### config.mk
export PLATFORM = sky130hd
export DESIGN_NAME = t9990_palette
export DESIGN_NICKNAME = d
export VERILOG_FILES = /design/src/rtl/t9990_palette.sv
export SDC_FILE = /design/constraint.sdc
export NUM_CORES = 2
export LEC_CHECK = 0
export CAP_MARGIN = 25
export CORE_MARGIN = 5
export CORE_UTILIZATION = 27
export CTS_BUF_LIST = sky130_fd_sc_hd__clkbuf_4
export DETAILED_ROUTE_END_ITERATION = 10
export GPL_ROUTABILITY_DRIVEN = 0
export PLACE_DENSITY = 0.51
export SYNTH_ARGS = -nofsm -noshare
export SYNTH_HDL_FRONTEND = slang
export SYNTH_SLANG_ARGS = --single-unit
### constraint.sdc
create_clock -name CLK -period 8.6 [get_ports CLK]
set_input_delay 2.58 -clock CLK [delete_from_list [all_inputs] [get_ports CLK]]
set_output_delay 2.58 -clock CLK [all_outputs]
set_load 0.05 [all_outputs]
### src/rtl/t9990_palette.sv
// T9990 colour palette: 64-entry register file with a two-stage
// video lookup pipeline and an auto-incrementing CPU access port.
module t9990_palette (
  input  logic       RESET_n,
  input  logic       CLK,
  input  logic       DCLK_EN,
  input  logic [5:0] PA,
  input  logic       PRI,
  input  logic       PTR_WR,
  input  logic [7:0] PTR_IN,
  output logic [7:0] PTR_OUT,
  input  logic       DATA_WR,
  input  logic       DATA_RD,
  input  logic [7:0] DATA_IN,
  output logic [7:0] DATA_OUT,
  input  logic       AUTOINC_DIS,
  output logic [4:0] VID_R,
  output logic [4:0] VID_G,
  output logic [4:0] VID_B,
  output logic       VID_YS,
  output logic       VID_PRI
);

  logic [15:0] pal_q [64];
  logic [15:0] pal_d [64];

  logic [7:0]  ptr_q, ptr_d;
  logic        stg_ys_q, stg_ys_d;
  logic [4:0]  stg_r_q, stg_r_d;
  logic [4:0]  stg_g_q, stg_g_d;
  logic [7:0]  dout_q, dout_d;

  logic [5:0]  s1_pa_q, s1_pa_d;
  logic        s1_pri_q, s1_pri_d;
  logic [15:0] vid_q, vid_d;
  logic        vid_pri_q, vid_pri_d;

  logic [1:0]  comp;
  logic [5:0]  ent;
  logic [5:0]  ent_nxt;
  logic [15:0] cur;
  logic        rd_only;
  logic        access;
  logic        unused_din;

  assign comp    = ptr_q[1:0];
  assign ent     = ptr_q[7:2];
  assign ent_nxt = ent + 6'd1;
  assign cur     = pal_q[ent];
  assign rd_only = DATA_RD & ~DATA_WR;
  assign access  = DATA_WR | DATA_RD;

  assign unused_din = ^DATA_IN[6:5];

  always_comb begin
    pal_d    = pal_q;
    stg_ys_d = stg_ys_q;
    stg_r_d  = stg_r_q;
    stg_g_d  = stg_g_q;
    dout_d   = dout_q;
    ptr_d    = ptr_q;

    // entry is committed only on the B byte, keeping updates atomic
    if (DATA_WR) begin
      case (comp)
        2'd0: begin
          stg_ys_d = DATA_IN[7];
          stg_r_d  = DATA_IN[4:0];
        end
        2'd1: stg_g_d = DATA_IN[4:0];
        2'd2: pal_d[ent] = {stg_ys_q, stg_r_q,
                            stg_g_q, DATA_IN[4:0]};
        default: ;
      endcase
    end

    if (rd_only) begin
      case (comp)
        2'd0:    dout_d = {cur[15], 2'b00, cur[14:10]};
        2'd1:    dout_d = {3'b000, cur[9:5]};
        2'd2:    dout_d = {3'b000, cur[4:0]};
        default: dout_d = 8'h00;
      endcase
    end

    if (PTR_WR) begin
      ptr_d = PTR_IN;
    end else if (access && !AUTOINC_DIS) begin
      if (comp[1]) begin
        ptr_d = {ent_nxt, 2'b00};
      end else begin
        ptr_d = ptr_q + 8'd1;
      end
    end
  end

  always_comb begin
    s1_pa_d   = s1_pa_q;
    s1_pri_d  = s1_pri_q;
    vid_d     = vid_q;
    vid_pri_d = vid_pri_q;
    if (DCLK_EN) begin
      s1_pa_d   = PA;
      s1_pri_d  = PRI;
      vid_d     = pal_q[s1_pa_q];
      vid_pri_d = s1_pri_q;
    end
  end

  always_ff @(posedge CLK or negedge RESET_n) begin
    if (!RESET_n) begin
      for (int i = 0; i < 64; i++) begin
        pal_q[i] <= '0;
      end
      ptr_q     <= '0;
      stg_ys_q  <= 1'b0;
      stg_r_q   <= '0;
      stg_g_q   <= '0;
      dout_q    <= '0;
      s1_pa_q   <= '0;
      s1_pri_q  <= 1'b1;
      vid_q     <= '0;
      vid_pri_q <= 1'b1;
    end else begin
      pal_q     <= pal_d;
      ptr_q     <= ptr_d;
      stg_ys_q  <= stg_ys_d;
      stg_r_q   <= stg_r_d;
      stg_g_q   <= stg_g_d;
      dout_q    <= dout_d;
      s1_pa_q   <= s1_pa_d;
      s1_pri_q  <= s1_pri_d;
      vid_q     <= vid_d;
      vid_pri_q <= vid_pri_d;
    end
  end

  assign PTR_OUT  = ptr_q;
  assign DATA_OUT = dout_q;
  assign VID_YS   = vid_q[15];
  assign VID_R    = vid_q[14:10];
  assign VID_G    = vid_q[9:5];
  assign VID_B    = vid_q[4:0];
  assign VID_PRI  = vid_pri_q;

endmodule
-- Word level (Yosys, flattened, before mapping)
Index checks and enable logic that the tools add are counted.
- bits of input ports: 30
- register bits: 1075
- word-level logic and storage cells: 106
- reductions and logical operators: 8
- add/subtract/negate cells: 2
- bitwise operators: 5
- order comparisons: 3
- mux-type cells: 13
- eq/ne operators: 2
- operators with widths (kind ; count):
    $bwmux W1024 ; 1
    $bmux W16 S6 ; 2
    $demux W16 S6 ; 1
    $mux W16 ; 5
    $mux W8 ; 3
    $pmux W8 S3 ; 1
    $ge A7 B7 Y1 const B ; 2
    $not A6 Y7 ; 2
    $add A8 B1 Y8 const B ; 1
    $lt A7 B1 Y1 const B ; 1
    $add A6 B1 Y6 const B ; 1
    $reduce_and A2 Y1 ; 3
    $eq A2 B1 Y1 const B ; 1
    $eq A2 B2 Y1 const B ; 1
    $logic_and A1 B1 Y1 ; 2
    $logic_not A2 Y1 ; 1
    $reduce_bool A2 Y1 ; 1
    $and A1 B1 Y1 ; 1
    $logic_not A1 Y1 ; 1
    $not A1 Y1 ; 1
    $or A1 B1 Y1 ; 1

-- Depth between registers and ports, before layout
- word-level depth: 6
- depth in mapped cells: 12
- gate-level depth less buffers: 8

-- Least setup slack after synthesis
No wires, ideal clock.
- path kind: input -> register
- start: input port DATA_WR
- end: register pal_q[229] (netlist bit)
- arrival time: 3.989 ns
- slack: 4.486 ns
- data required time: 8.475 ns
- library setup time: 0.125 ns
- path buffers: 2
- stages on the path: 6
- cells stage by stage: and3_1 > clkbuf_1 > nand2_1 > nor2_1 > buf_2 > mux2_2
- cells in the longest elaborated chain, start to end: 1
- ends and longest elaborated chain (element ; RTL line ; RTL):
    start: declaration ; 12 ; input logic DATA_WR,
    $reduce_and A2 Y1 (no line) ; -- ;
    end signal: assignment ; 125 ; pal_q <= pal_d;
    end: declaration ; 24 ; logic [15:0] pal_q [64];
Every way passes these cells.
A chain may end at the register's enable or synchronous reset.

-- Worst setup path after layout
- start: register ptr_q[3] (netlist: PTR_OUT[3])
- end: output port PTR_OUT[3]
- RTL lines (element ; RTL line ; RTL):
    start: declaration ; 27 ; logic [7:0] ptr_q, ptr_d;
    start signal: assignment ; 126 ; ptr_q <= ptr_d;
    end: declaration ; 11 ; output logic [7:0] PTR_OUT,
No word-level cell between the ends.

==> key figures <==
Timing
  • Worst Clk Skew: 0.164 ns
  • Final setup TNS: 0 ns
  • Max transition margin: 30.8%
  • RSZ-0062 raised after global routing: false
  • Final Critical Period: 5.68 ns
  • Timing-limited maximum frequency: 0.176 GHz
  • Slew at the pin closest to its max-slew limit: 1.04 ns
  • Fin crit share: 66.0%
  • Final Hold Violating Endpoints: 0
  • Finish-stage setup viols: 0
  • Max-slew violation count: 0

Routing
  • DRT iter0 DRCs: 2917
  • Highest metal used: met5
  • Via density: 5.35
  • Drt pass-1 iters: 6
  • Wirelength per Cell: 29.4 um
  • Met2 wire length: 92200 um
  • Antenna-violating nets left: 0
  • Routed wire length: 202000 um
  • Via count: 36700
  • Met1 WL: 89400 um
  • WL met3: 13800 um
  • # DRC: 0

Power
  • VDD IR max: 0.0969 mV
  • Pleak: 28.8 nW
  • Total power: 13.5 mW
  • Cell area power density: 210 nW/um^2

Place
  • # port buffers: 58
  • Final HPWL DP: 126000 um
  • Post-DP Area: 60500 sq um

Floorplan
  • IO Pins: 63
  • Core Area: 209000 sq um
  • Die height: 468 um
  • Die X: 468 um
  • Initial Util: 27.1%
  • Rows: 168
  • DIE AREA: 219000 sq um

Synthesis
  • Sequential fraction of the synthesis area: 47.4%
  • Yosys reg bits: 1073
  • Mapped Avg Cell Area: 15.4 sq um
  • Synth Flop Type: dfrtp_1
  • Post-synth cell types: 58
  • Post-Syn Instances: 3687
  • Post-synth ARST share: 100%
  • Number of flops mapped to enable cells by yosys: 0
  • Synthesized area: 56700 sq um
  • YS warnings: 0

Hold path
  • Min-Delay Startpoint: vid_q[2]$_DFFE_PN0P_
  • Min-delay worst type: reg2reg

Setup path
  • CP startpoint kind: flop
  • Crit end category: primary output
  • CP bufs+invs: 1
  • Sequence of cells on the critical path: clkdlybuf4s50_1
  • Worst setup path start: PTR_OUT[3]$_DFFE_PN0P_
  • Worst path slowest cell: clkdlybuf4s50_1
  • Arrival @ worst endpoint: 3.10 ns
  • Critical Path Max Stage Delay: 0.93 ns
  • Critical path type: reg2out
  • Required @ worst endpoint: 6.02 ns
  • Crit-path leading delay family: buffers and inverters
  • Critical R2R Launch: PTR_OUT[2]$_DFFE_PN0P_
  • Crit-path max FO: 29

Finish
  • Final net count: 3870
  • Fillcell total: 20900
  • Layout cells sized above 1: 57.0%
  • Layout area overhead: 13.6%
  • Post-route cell area: 64400 sq um
  • Utilization after layout: 30.8%

CTS
  • # hold bufs at CTS: 0
  • Post-CTS Setup Bufs: 0
  • Clock latency on the worst-skew pair: 1.31 ns
  • Clock-pin slew on the worst setup and hold paths: 0.06 ns
  • Root buf cell: clkbuf_4
  • H-Tree Depth: 5
  • Cts bufs inserted: 331
  • Clk sinks: 1073
  • Post-cts sizing count: 0
  • CTS tree: yes
  • Clock Path Buffers: 4

Global routing
  • Global-route wire length before repair: 290000 um
  • Vias in the first global route: 37800
  • Pin count of the biggest net entering global routing: 158
  • Grt ovf: 0
  • GRT Util Overall: 18.3%
  • Initial antenna violation count: 23

Status
  • Status: finished clean

Flow run
  • Max-Cap Viols: 0
[per-layer routing]
layer  GRT usage [%]  vias up
met5               0        -
met4            6.27        2
met3            4.30      380
met2            27.9     1377
met1            25.4    20100
li1                -    14800
[cells by family after synthesis]
logic type	synth area share, %
simple gates	2.01
flops	47.4
xor+xnor	0.0618
buf+inv	2.92
mux	44.7
other cells	0.00662
compound gates	2.90
fa+ha+maj	0.0442
[cell usage in the layout (no fill, tap or decap), types with 5 or more instances in the layout]
master and count:
nor2_4 7, nand2_1 88, a31oi_1 7, a211oi_1 14, a21oi_1 59, buf_12 16
o211ai_1 6, o221ai_1 10, diode_2 14, o41ai_1 5, nand3_1 20, nor3_1 11
buf_2 6, nand2_2 9, clkinv_1 46, dfrtp_2 12, nand2b_1 6, and3_1 10
nor2b_1 13, clkbuf_4 472, mux2_2 1082, a221oi_1 17, o21ai_0 38, nor2_2 25
a22oi_1 49, clkdlybuf4s50_1 51, dfrtp_1 1052, dfrtp_4 7, mux2i_1 129, mux4_2 525
buf_4 112, o22ai_1 17, nor2_1 33, nand4_1 5
[Yosys cell counts (all sizes together) (3+ instances only)]
| library cell | n | area, sq um |
|---|---|---|
| mux2i | 129 | 1290 |
| o21ai | 41 | 205 |
| and2 | 4 | 25.0 |
| nand2b | 6 | 37.5 |
| a31oi | 7 | 43.8 |
| o211ai | 6 | 45.0 |
| or4 | 4 | 30.0 |
| mux4 | 525 | 11800 |
| o221ai | 10 | 87.6 |
| nor2 | 65 | 244 |
| nor3 | 14 | 80.1 |
| nand3 | 20 | 100 |
| nor3b | 3 | 22.5 |
| a2111oi | 3 | 26.3 |
| o31ai | 3 | 22.5 |
| and3 | 10 | 62.6 |
| nor2b | 14 | 87.6 |
| inv | 3 | 11.3 |
| nand2 | 97 | 364 |
| a211oi | 14 | 105 |
| o41ai | 5 | 43.8 |
| a221oi | 17 | 149 |
| dfrtp | 1071 | 26800 |
| a21oi | 59 | 295 |
| mux2 | 1083 | 12200 |
| clkbuf | 233 | 875 |
| o22ai | 17 | 106 |
| buf | 137 | 769 |
| a22o | 3 | 26.3 |
| nand4 | 5 | 31.3 |
| a22oi | 49 | 368 |
[area by class of cell]
class | instances | area [sq um] | area share (%)
Multi-Input combinational cell | 2242 | 28300 | 44.0
Sequential cell | 1073 | 26900 | 41.8
Timing Repair Buffer | 187 | 1740 | 2.71
Inverter | 3 | 11.3 | 0.0175
Antenna cell | 14 | 35.0 | 0.0544
Tap cell | 2805 | 3510 | 5.45
Clock inverter | 56 | 323 | 0.501
Clock buffer | 472 | 3540 | 5.50
[sequential cells by signal, indices dropped and copies added, names as in the netlist]
name and count:
DATA_OUT 6, PTR_OUT 8, VID_PRI 1, pal_q 1024
s1_pa_q 6, s1_pri_q 1, stg_g_q 5, stg_r_q 5
stg_ys_q 1, vid_q 16
[per-stage QoR]
step | hold WS, ns | worst slack, ns | cells
6_report | 0.506 | 2.92 | 6852
5_1_grt | 0.526 | 2.74 | 6846
4_1_cts | 0.517 | 2.72 | 6837
3_5_place_dp | 0.504 | 2.93 | 6309
3_3_place_gp | 0.498 | 2.93 | 6308
2_1_floorplan | 0.489 | 4.49 | 3688
[worst paths after layout]
kind                                      endpoint  slack, ns  cells past startpoint
setup / recovery                        PTR_OUT[3]       2.92                      1
hold reg to reg               vid_q[2]$_DFFE_PN0P_       0.51                      1
setup reg to reg           DATA_OUT[1]$_DFFE_PN0P_       3.81                      8
max in group asynchronous   PTR_OUT[2]$_DFFE_PN0P_       5.64                      2
min in group asynchronous   pal_q[995]$_DFFE_PN0P_       1.40                      1
hold / removal                vid_q[2]$_DFFE_PN0P_       0.51                      1
[worst reg2reg max path, stage by stage (launching register included)]
cell	delay (ns)
dfrtp_4	0.76
buf_4	0.75
buf_4	0.65
mux4_2	0.60
mux2i_1	0.39
o22ai_1	0.13
or4_1	0.55
nor3_1	0.57
o221ai_1	0.23
[report_power, final]
group	total, mW	internal [mW]	switching, mW
sequential	5.93	5.50	0.438
clock	4.91	2.60	2.31
combinational	2.65	1.14	1.51
total	13.5	9.24	4.26
Note: power is estimated with default switching activity, not from simulation.
